==> src/rtl/inst_fetch_if.sv <==
// Handshake and ROM bus bundle between the instruction fetch stage, its
// instruction ROM and the downstream decode stage.
interface inst_fetch_if;
  logic        stall_i;
  logic        branch_i;
  logic [31:0] branch_target_i;
  logic        flush_i;
  logic [31:0] new_pc_i;
  logic        rom_ce_o;
  logic [31:0] rom_addr_o;
  logic [31:0] rom_inst_i;
  logic        if_valid_o;
  logic [31:0] if_pc_o;
  logic [31:0] if_inst_o;

  modport master (
    input  stall_i, branch_i, branch_target_i, flush_i, new_pc_i, rom_inst_i,
    output rom_ce_o, rom_addr_o, if_valid_o, if_pc_o, if_inst_o
  );

  modport slave (
    output stall_i, branch_i, branch_target_i, flush_i, new_pc_i, rom_inst_i,
    input  rom_ce_o, rom_addr_o, if_valid_o, if_pc_o, if_inst_o
  );
endinterface

==> src/rtl/inst_fetch.sv <==
// Single-issue instruction fetch stage with a 1-cycle registered ROM.
// Optional FETCH_SKID_EN: capture the stalled word locally instead of relying on ROM hold.
module inst_fetch #(
  parameter logic [31:0] RESET_PC = 32'h0000_0000
) (
  input  logic         clk,
  input  logic         rst,
  inst_fetch_if.master bus
);

  typedef enum logic {
    BOOT = 1'b0,
    RUN  = 1'b1
  } state_t;

  state_t      state_q, state_d;
  logic [31:0] pc_q, pc_d;
  logic        valid_q, valid_d;
  logic [31:0] if_pc_q, if_pc_d;
  logic        fetch_ce;
  logic        hold_pres;
  logic [31:0] inst_src;

  always_comb begin
    fetch_ce  = (state_q == RUN) & ~bus.stall_i & ~bus.flush_i;
    hold_pres = bus.stall_i & ~bus.flush_i;

    case (state_q)
      BOOT:    state_d = RUN;
      RUN:     state_d = RUN;
      default: state_d = BOOT;
    endcase

    if (bus.flush_i) begin
      pc_d = {bus.new_pc_i[31:2], 2'b00};
    end else if (bus.branch_i) begin
      pc_d = {bus.branch_target_i[31:2], 2'b00};
    end else if (fetch_ce) begin
      pc_d = pc_q + 32'd4;
    end else begin
      pc_d = pc_q;
    end

    // A stall freezes the presented slot; otherwise it takes whatever was issued now.
    if (hold_pres) begin
      valid_d = valid_q;
      if_pc_d = if_pc_q;
    end else begin
      valid_d = fetch_ce;
      if_pc_d = pc_q;
    end
  end

  always_ff @(posedge clk or posedge rst) begin
    if (rst) begin
      state_q <= BOOT;
      pc_q    <= RESET_PC;
      valid_q <= 1'b0;
      if_pc_q <= 32'h0000_0000;
    end else begin
      state_q <= state_d;
      pc_q    <= pc_d;
      valid_q <= valid_d;
      if_pc_q <= if_pc_d;
    end
  end

`ifdef FETCH_SKID_EN
  logic [31:0] skid_q, skid_d;
  logic        skid_full_q, skid_full_d;

  always_comb begin
    if (hold_pres && !skid_full_q) begin
      skid_d      = bus.rom_inst_i;
      skid_full_d = 1'b1;
    end else if (hold_pres) begin
      skid_d      = skid_q;
      skid_full_d = 1'b1;
    end else begin
      skid_d      = skid_q;
      skid_full_d = 1'b0;
    end
    inst_src = skid_full_q ? skid_q : bus.rom_inst_i;
  end

  always_ff @(posedge clk or posedge rst) begin
    if (rst) begin
      skid_q      <= 32'h0000_0000;
      skid_full_q <= 1'b0;
    end else begin
      skid_q      <= skid_d;
      skid_full_q <= skid_full_d;
    end
  end
`else
  always_comb begin
    inst_src = bus.rom_inst_i;
  end
`endif

  // Gating by valid_q keeps the word at zero through reset and after a flush.
  always_comb begin
    bus.rom_ce_o   = fetch_ce;
    bus.rom_addr_o = pc_q;
    bus.if_valid_o = valid_q;
    bus.if_pc_o    = if_pc_q;
    bus.if_inst_o  = valid_q ? inst_src : 32'h0000_0000;
  end

endmodule

==> src/flat_wrapper.sv <==
// flat-port wrapper written by rule: the top's interface ports become plain ports
module inst_fetch_flat 
#(
  parameter logic [31:0] RESET_PC = 32'h0000_0000
)
  (clk, rst, bus_stall_i, bus_branch_i, bus_branch_target_i, bus_flush_i, bus_new_pc_i, bus_rom_inst_i, bus_rom_ce_o, bus_rom_addr_o, bus_if_valid_o, bus_if_pc_o, bus_if_inst_o);
  inst_fetch_if bus_i ();
  input  logic clk;
  input  logic rst;
  input wire logic [$bits(bus_i.stall_i)-1:0] bus_stall_i;
  input wire logic [$bits(bus_i.branch_i)-1:0] bus_branch_i;
  input wire logic [$bits(bus_i.branch_target_i)-1:0] bus_branch_target_i;
  input wire logic [$bits(bus_i.flush_i)-1:0] bus_flush_i;
  input wire logic [$bits(bus_i.new_pc_i)-1:0] bus_new_pc_i;
  input wire logic [$bits(bus_i.rom_inst_i)-1:0] bus_rom_inst_i;
  output wire logic [$bits(bus_i.rom_ce_o)-1:0] bus_rom_ce_o;
  output wire logic [$bits(bus_i.rom_addr_o)-1:0] bus_rom_addr_o;
  output wire logic [$bits(bus_i.if_valid_o)-1:0] bus_if_valid_o;
  output wire logic [$bits(bus_i.if_pc_o)-1:0] bus_if_pc_o;
  output wire logic [$bits(bus_i.if_inst_o)-1:0] bus_if_inst_o;
  assign bus_i.stall_i = bus_stall_i;
  assign bus_i.branch_i = bus_branch_i;
  assign bus_i.branch_target_i = bus_branch_target_i;
  assign bus_i.flush_i = bus_flush_i;
  assign bus_i.new_pc_i = bus_new_pc_i;
  assign bus_i.rom_inst_i = bus_rom_inst_i;
  assign bus_rom_ce_o = bus_i.rom_ce_o;
  assign bus_rom_addr_o = bus_i.rom_addr_o;
  assign bus_if_valid_o = bus_i.if_valid_o;
  assign bus_if_pc_o = bus_i.if_pc_o;
  assign bus_if_inst_o = bus_i.if_inst_o;
  inst_fetch #(.RESET_PC(RESET_PC)) u_core (.clk(clk), .rst(rst), .bus(bus_i));
endmodule
==> config.mk <==
export PLATFORM = sky130hd
export DESIGN_NAME = inst_fetch_flat
export DESIGN_NICKNAME = d
export VERILOG_FILES = /design/src/rtl/inst_fetch_if.sv /design/src/rtl/inst_fetch.sv /design/src/flat_wrapper.sv
export SDC_FILE = /design/constraint.sdc
export NUM_CORES = 1
export LEC_CHECK = 0
export ABC_AREA = 1
export ABC_CLOCK_PERIOD_IN_PS = 1900
export BUFFER_PORTS_ARGS = -buffer_cell sky130_fd_sc_hd__buf_4
export CORE_MARGIN = 2
export CORE_UTILIZATION = 25
export DETAILED_ROUTE_END_ITERATION = 10
export GPL_ROUTABILITY_DRIVEN = 1
export GPL_TIMING_DRIVEN = 0
export RECOVER_POWER = 50
export SLEW_MARGIN = 20
export SYNTH_ARGS = -nofsm -noshare
export SYNTH_HDL_FRONTEND = slang
export SYNTH_SLANG_ARGS = --single-unit
==> constraint.sdc <==
create_clock -name clk -period 1.9 [get_ports clk]
set_clock_uncertainty 0.05 [all_clocks]
set_input_delay 0.095 -clock clk [delete_from_list [all_inputs] [get_ports clk]]
set_output_delay 0.095 -clock clk [all_outputs]
set_load 0.02 [all_outputs]
==> results.py <==
metrics = {
    "status": {
        "status": "completed",
    },
    "route": {
        "num_vias": 4717,
        "wl_per_cell_um": 15.1,
        "drt-total-wl_mm": 15.8,
        "avgViaCountPerCell": 4.50,
        "ant_nets": 0,
        "drt_iter0_markers": 337,
        "drc_errors": 0,
        "first_pass_iters": 5,
    },
    "placement": {
        "place_hpwl_mm": 12.4,
        "post_dp_cell_area_mm2": 0.00575,
        "routabilityCongestion": 0.826,
        "dp_slack_ns": 0.179,
        "port_buffers": 189,
        "place_inst": 1030,
    },
    "floorplan": {
        "die-area_mm2": 0.0171,
        "io_pins": 199,
        "fp.dieH_um": 131,
        "rows": 46,
        "start_util": 0.254,
        "design.core.area_mm2": 0.0158,
        "die_x_um": 131,
    },
    "setup_path": {
        "cp-end-kind": "flip-flop",
        "required_ns": 2.08,
        "worstPathMaxFanout": 6,
        "crit_type": "reg -> reg",
        "arrival_ns": 1.91,
        "start_kind": "flip-flop",
    },
    "timing": {
        "setup-tns-final_ns": 0,
        "rsz0062_at_grt": "no",
        "period_minus_slack_ns": 1.73,
        "fin_crit_sh": 0.913,
        "setup_viol": 0,
        "slew_headroom": 0.273,
        "fmax_mhz": 577,
        "hold_viol_final": 0,
        "tightest_slew_ns": 1.09,
        "finalMaxSlewViolations": 0,
        "setup_slack_ns": 0.166,
        "whs_ns": 0.00437,
    },
    "power_and_ir_drop": {
        "ir_drop_mv": 0.429,
        "comb_power_share": 0.276,
        "power_density_mw_per_mm2": 803,
        "p_int_mw": 3.14,
        "pwr-share-seq": 0.355,
        "clkPwrFrac": 0.370,
        "leakagePower_nw": 3.13,
        "switching_share": 0.340,
        "power_switching_mw": 1.62,
    },
    "synthesis": {
        "syn_area_mm2": 0.00403,
        "synth-seq-cells": 62,
        "yosysWarnings": 0,
        "synth-edff-count": 0,
        "netlist-cell-type-count": 30,
        "netlist_instances": 621,
        "synth_area_per_cell_um2": 6.49,
        "synth.top_cell.area_share": 0.385,
        "yosysTopAreaCell": "dfrtp_1",
        "netlist_top_cells_area": "dfrtp_1 (39%), nand2_1 (19%), nor2_1 (9.5%), inv_1 (6.1%), a21oi_1 (5.6%)",
        "synthArstFlopShare": 1.00,
        "synth-seq-area-share": 0.385,
        "ys.flop_type": "dfrtp_1",
    },
    "clocking": {
        "clkTransAtPathRegs_ns": 0.05,
        "cts.path.max_buffers": 2,
        "cts_root_buf": "clkbuf_16",
        "numCtsBuffers": 9,
        "cts.sinks": 62,
        "clock_latency_ns": 0.34,
        "cts_tree": "built",
        "htreeDepth": 3,
    },
    "cells_and_area": {
        "finalNonFillerCells": 1049,
        "design_area_mm2": 0.00593,
        "areaGrowthSynthToFinish_pct": 47.2,
        "nNetsFinal": 930,
        "antenna_cells": 0,
        "layout-drive-gt1-share": 0.253,
    },
    "grt": {
        "antenna_found_initial": 0,
        "grt_pass1_vias": 4439,
        "grt_remaining_overflow": 0,
        "grt_pass1_wl_mm": 23.4,
        "grt_max_degree": 37,
        "grt_util_all_layers": 0.185,
    },
    "min_path": {
        "hp-class": "in -> reg",
    },
    "flow_run": {
        "cap_violations": 0,
    },
}
## worst max-delay path, stage by stage (launching register included)
cell	delay [ns]
dfrtp_1	0.43
ha_1	0.22
nand2_2	0.09
nor2_4	0.14
nand2_2	0.17
nor2_4	0.20
nand3_1	0.09
nand3_1	0.09
nand2_1	0.05
nand2_1	0.05
nand2_1	0.04
## area by class of cell
| cell class | count | area, µm² |
|---|---|---|
| fill | 1717 | 9900 |
| multi-input combinational | 463 | 2060 |
| sequential | 62 | 1550 |
| timing repair buffer | 193 | 1290 |
| clock buffer | 13 | 280 |
| tap | 216 | 270 |
| inverter | 68 | 255 |
| buffer | 31 | 171 |
| clock inverter | 3 | 40.0 |
## timing repair
action,in CTS,in global routing
resized for setup,1,4
hold buffers,3,0
hold endpoints to repair,28,0
setup buffers,0,0
endpoints found under the setup margin,2,11
## power by group through the flow
stage | combinational [mW] | sequential (mW) | clock, mW
3_3_place_gp | 1.41 | 1.71 | 0
5_1_grt | 1.44 | 1.72 | 1.85
3_5_place_dp | 1.42 | 1.71 | 0
4_1_cts | 1.43 | 1.69 | 1.79
2_1_floorplan | 0.553 | 1.88 | 0
6_report | 1.31 | 1.69 | 1.76
## registers in the layout (all words and copies together) (netlist names)
signal,flops
u_core.bus.if_pc_o,30
u_core.bus.rom_addr_o,30
u_core.bus.if_valid_o,1
u_core.state_q,1
## metrics by stage
stage | util | power, mW
5_1_grt | 0.375 | 5.02
3_3_place_gp | 0.362 | 3.12
2_1_floorplan | - | 2.43
6_report | 0.375 | 4.76
4_1_cts | 0.386 | 4.92
3_5_place_dp | 0.363 | 3.14
## metal layers
metal  part of all wire  track usage  routed length (µm)  up-vias
met5                  0            0                   0        -
met4              0.032       0.0832                 507        0
met3              0.077       0.0391                1210       29
met2               0.47        0.304                7350      206
met1               0.43        0.234                6730     2147
li1                   -            -                   -     2335
## logic make-up after synthesis
| family | after synthesis | share of synthesized area |
|---|---|---|
| compound gates | 79 | 0.106 |
| simple gates | 367 | 0.371 |
| buf+inv | 99 | 0.105 |
| mux | 6 | 0.0168 |
| other cells | 2 | 0.00186 |
| flops | 62 | 0.385 |
| xor+xnor | 5 | 0.0109 |
| fa+ha+maj | 1 | 0.00311 |
## path summary, 6_finish.rpt
check | from | end | slack [ns] | depth (start not counted)
max | u_core.bus.rom_addr_o[2] | u_core.bus.rom_addr_o[22] | 0.17 | 10
min | bus_new_pc_i[2] | u_core.bus.rom_addr_o[2] | 0.004 | 3
max reg2reg | u_core.bus.rom_addr_o[2] | u_core.bus.rom_addr_o[22] | 0.17 | 10
min reg2reg | u_core.bus.if_pc_o[16] | u_core.bus.if_pc_o[16] | 0.46 | 1
max in group asynchronous | rst | u_core.bus.if_pc_o[16] | 0.34 | 4
min in group asynchronous | rst | u_core.bus.if_pc_o[29] | 0.55 | 3
## cells in the final DEF, fill, tap and decap left out, types with 4 or more instances in the layout
master	synthesis	routed
nand2_1	206	206
buf_4	5	149
nor2_1	102	102
inv_1	65	65
dfrtp_1	62	62
clkbuf_1	9	51
a21oi_1	45	45
nand3_1	41	41
o21ai_0	18	18
buf_2	14	14
clkbuf_16	0	9
nor2_2	7	7
mux2_2	6	6
conb_1	2	5
nand2_2	4	4
nor2_4	4	4
o21bai_1	4	4
o22ai_1	4	4
clkbuf_8	0	4
## cell usage after synthesis (2+ instances only)
| cell type | instances |
|---|---|
| nand2_1 | 206 |
| nor2_1 | 102 |
| inv_1 | 65 |
| dfrtp_1 | 62 |
| a21oi_1 | 45 |
| nand3_1 | 41 |
| o21ai_0 | 18 |
| buf_2 | 14 |
| clkbuf_1 | 9 |
| nor2_2 | 7 |
| mux2_2 | 6 |
| buf_4 | 5 |
| nand2_2 | 4 |
| nor2_4 | 4 |
| o21bai_1 | 4 |
| o22ai_1 | 4 |
| a21o_1 | 3 |
| inv_2 | 3 |
| xor2_1 | 3 |
| a31oi_1 | 2 |
| and2_1 | 2 |
| buf_6 | 2 |
| conb_1 | 2 |
| xnor2_1 | 2 |
Power figures use the tool's default switching activity.
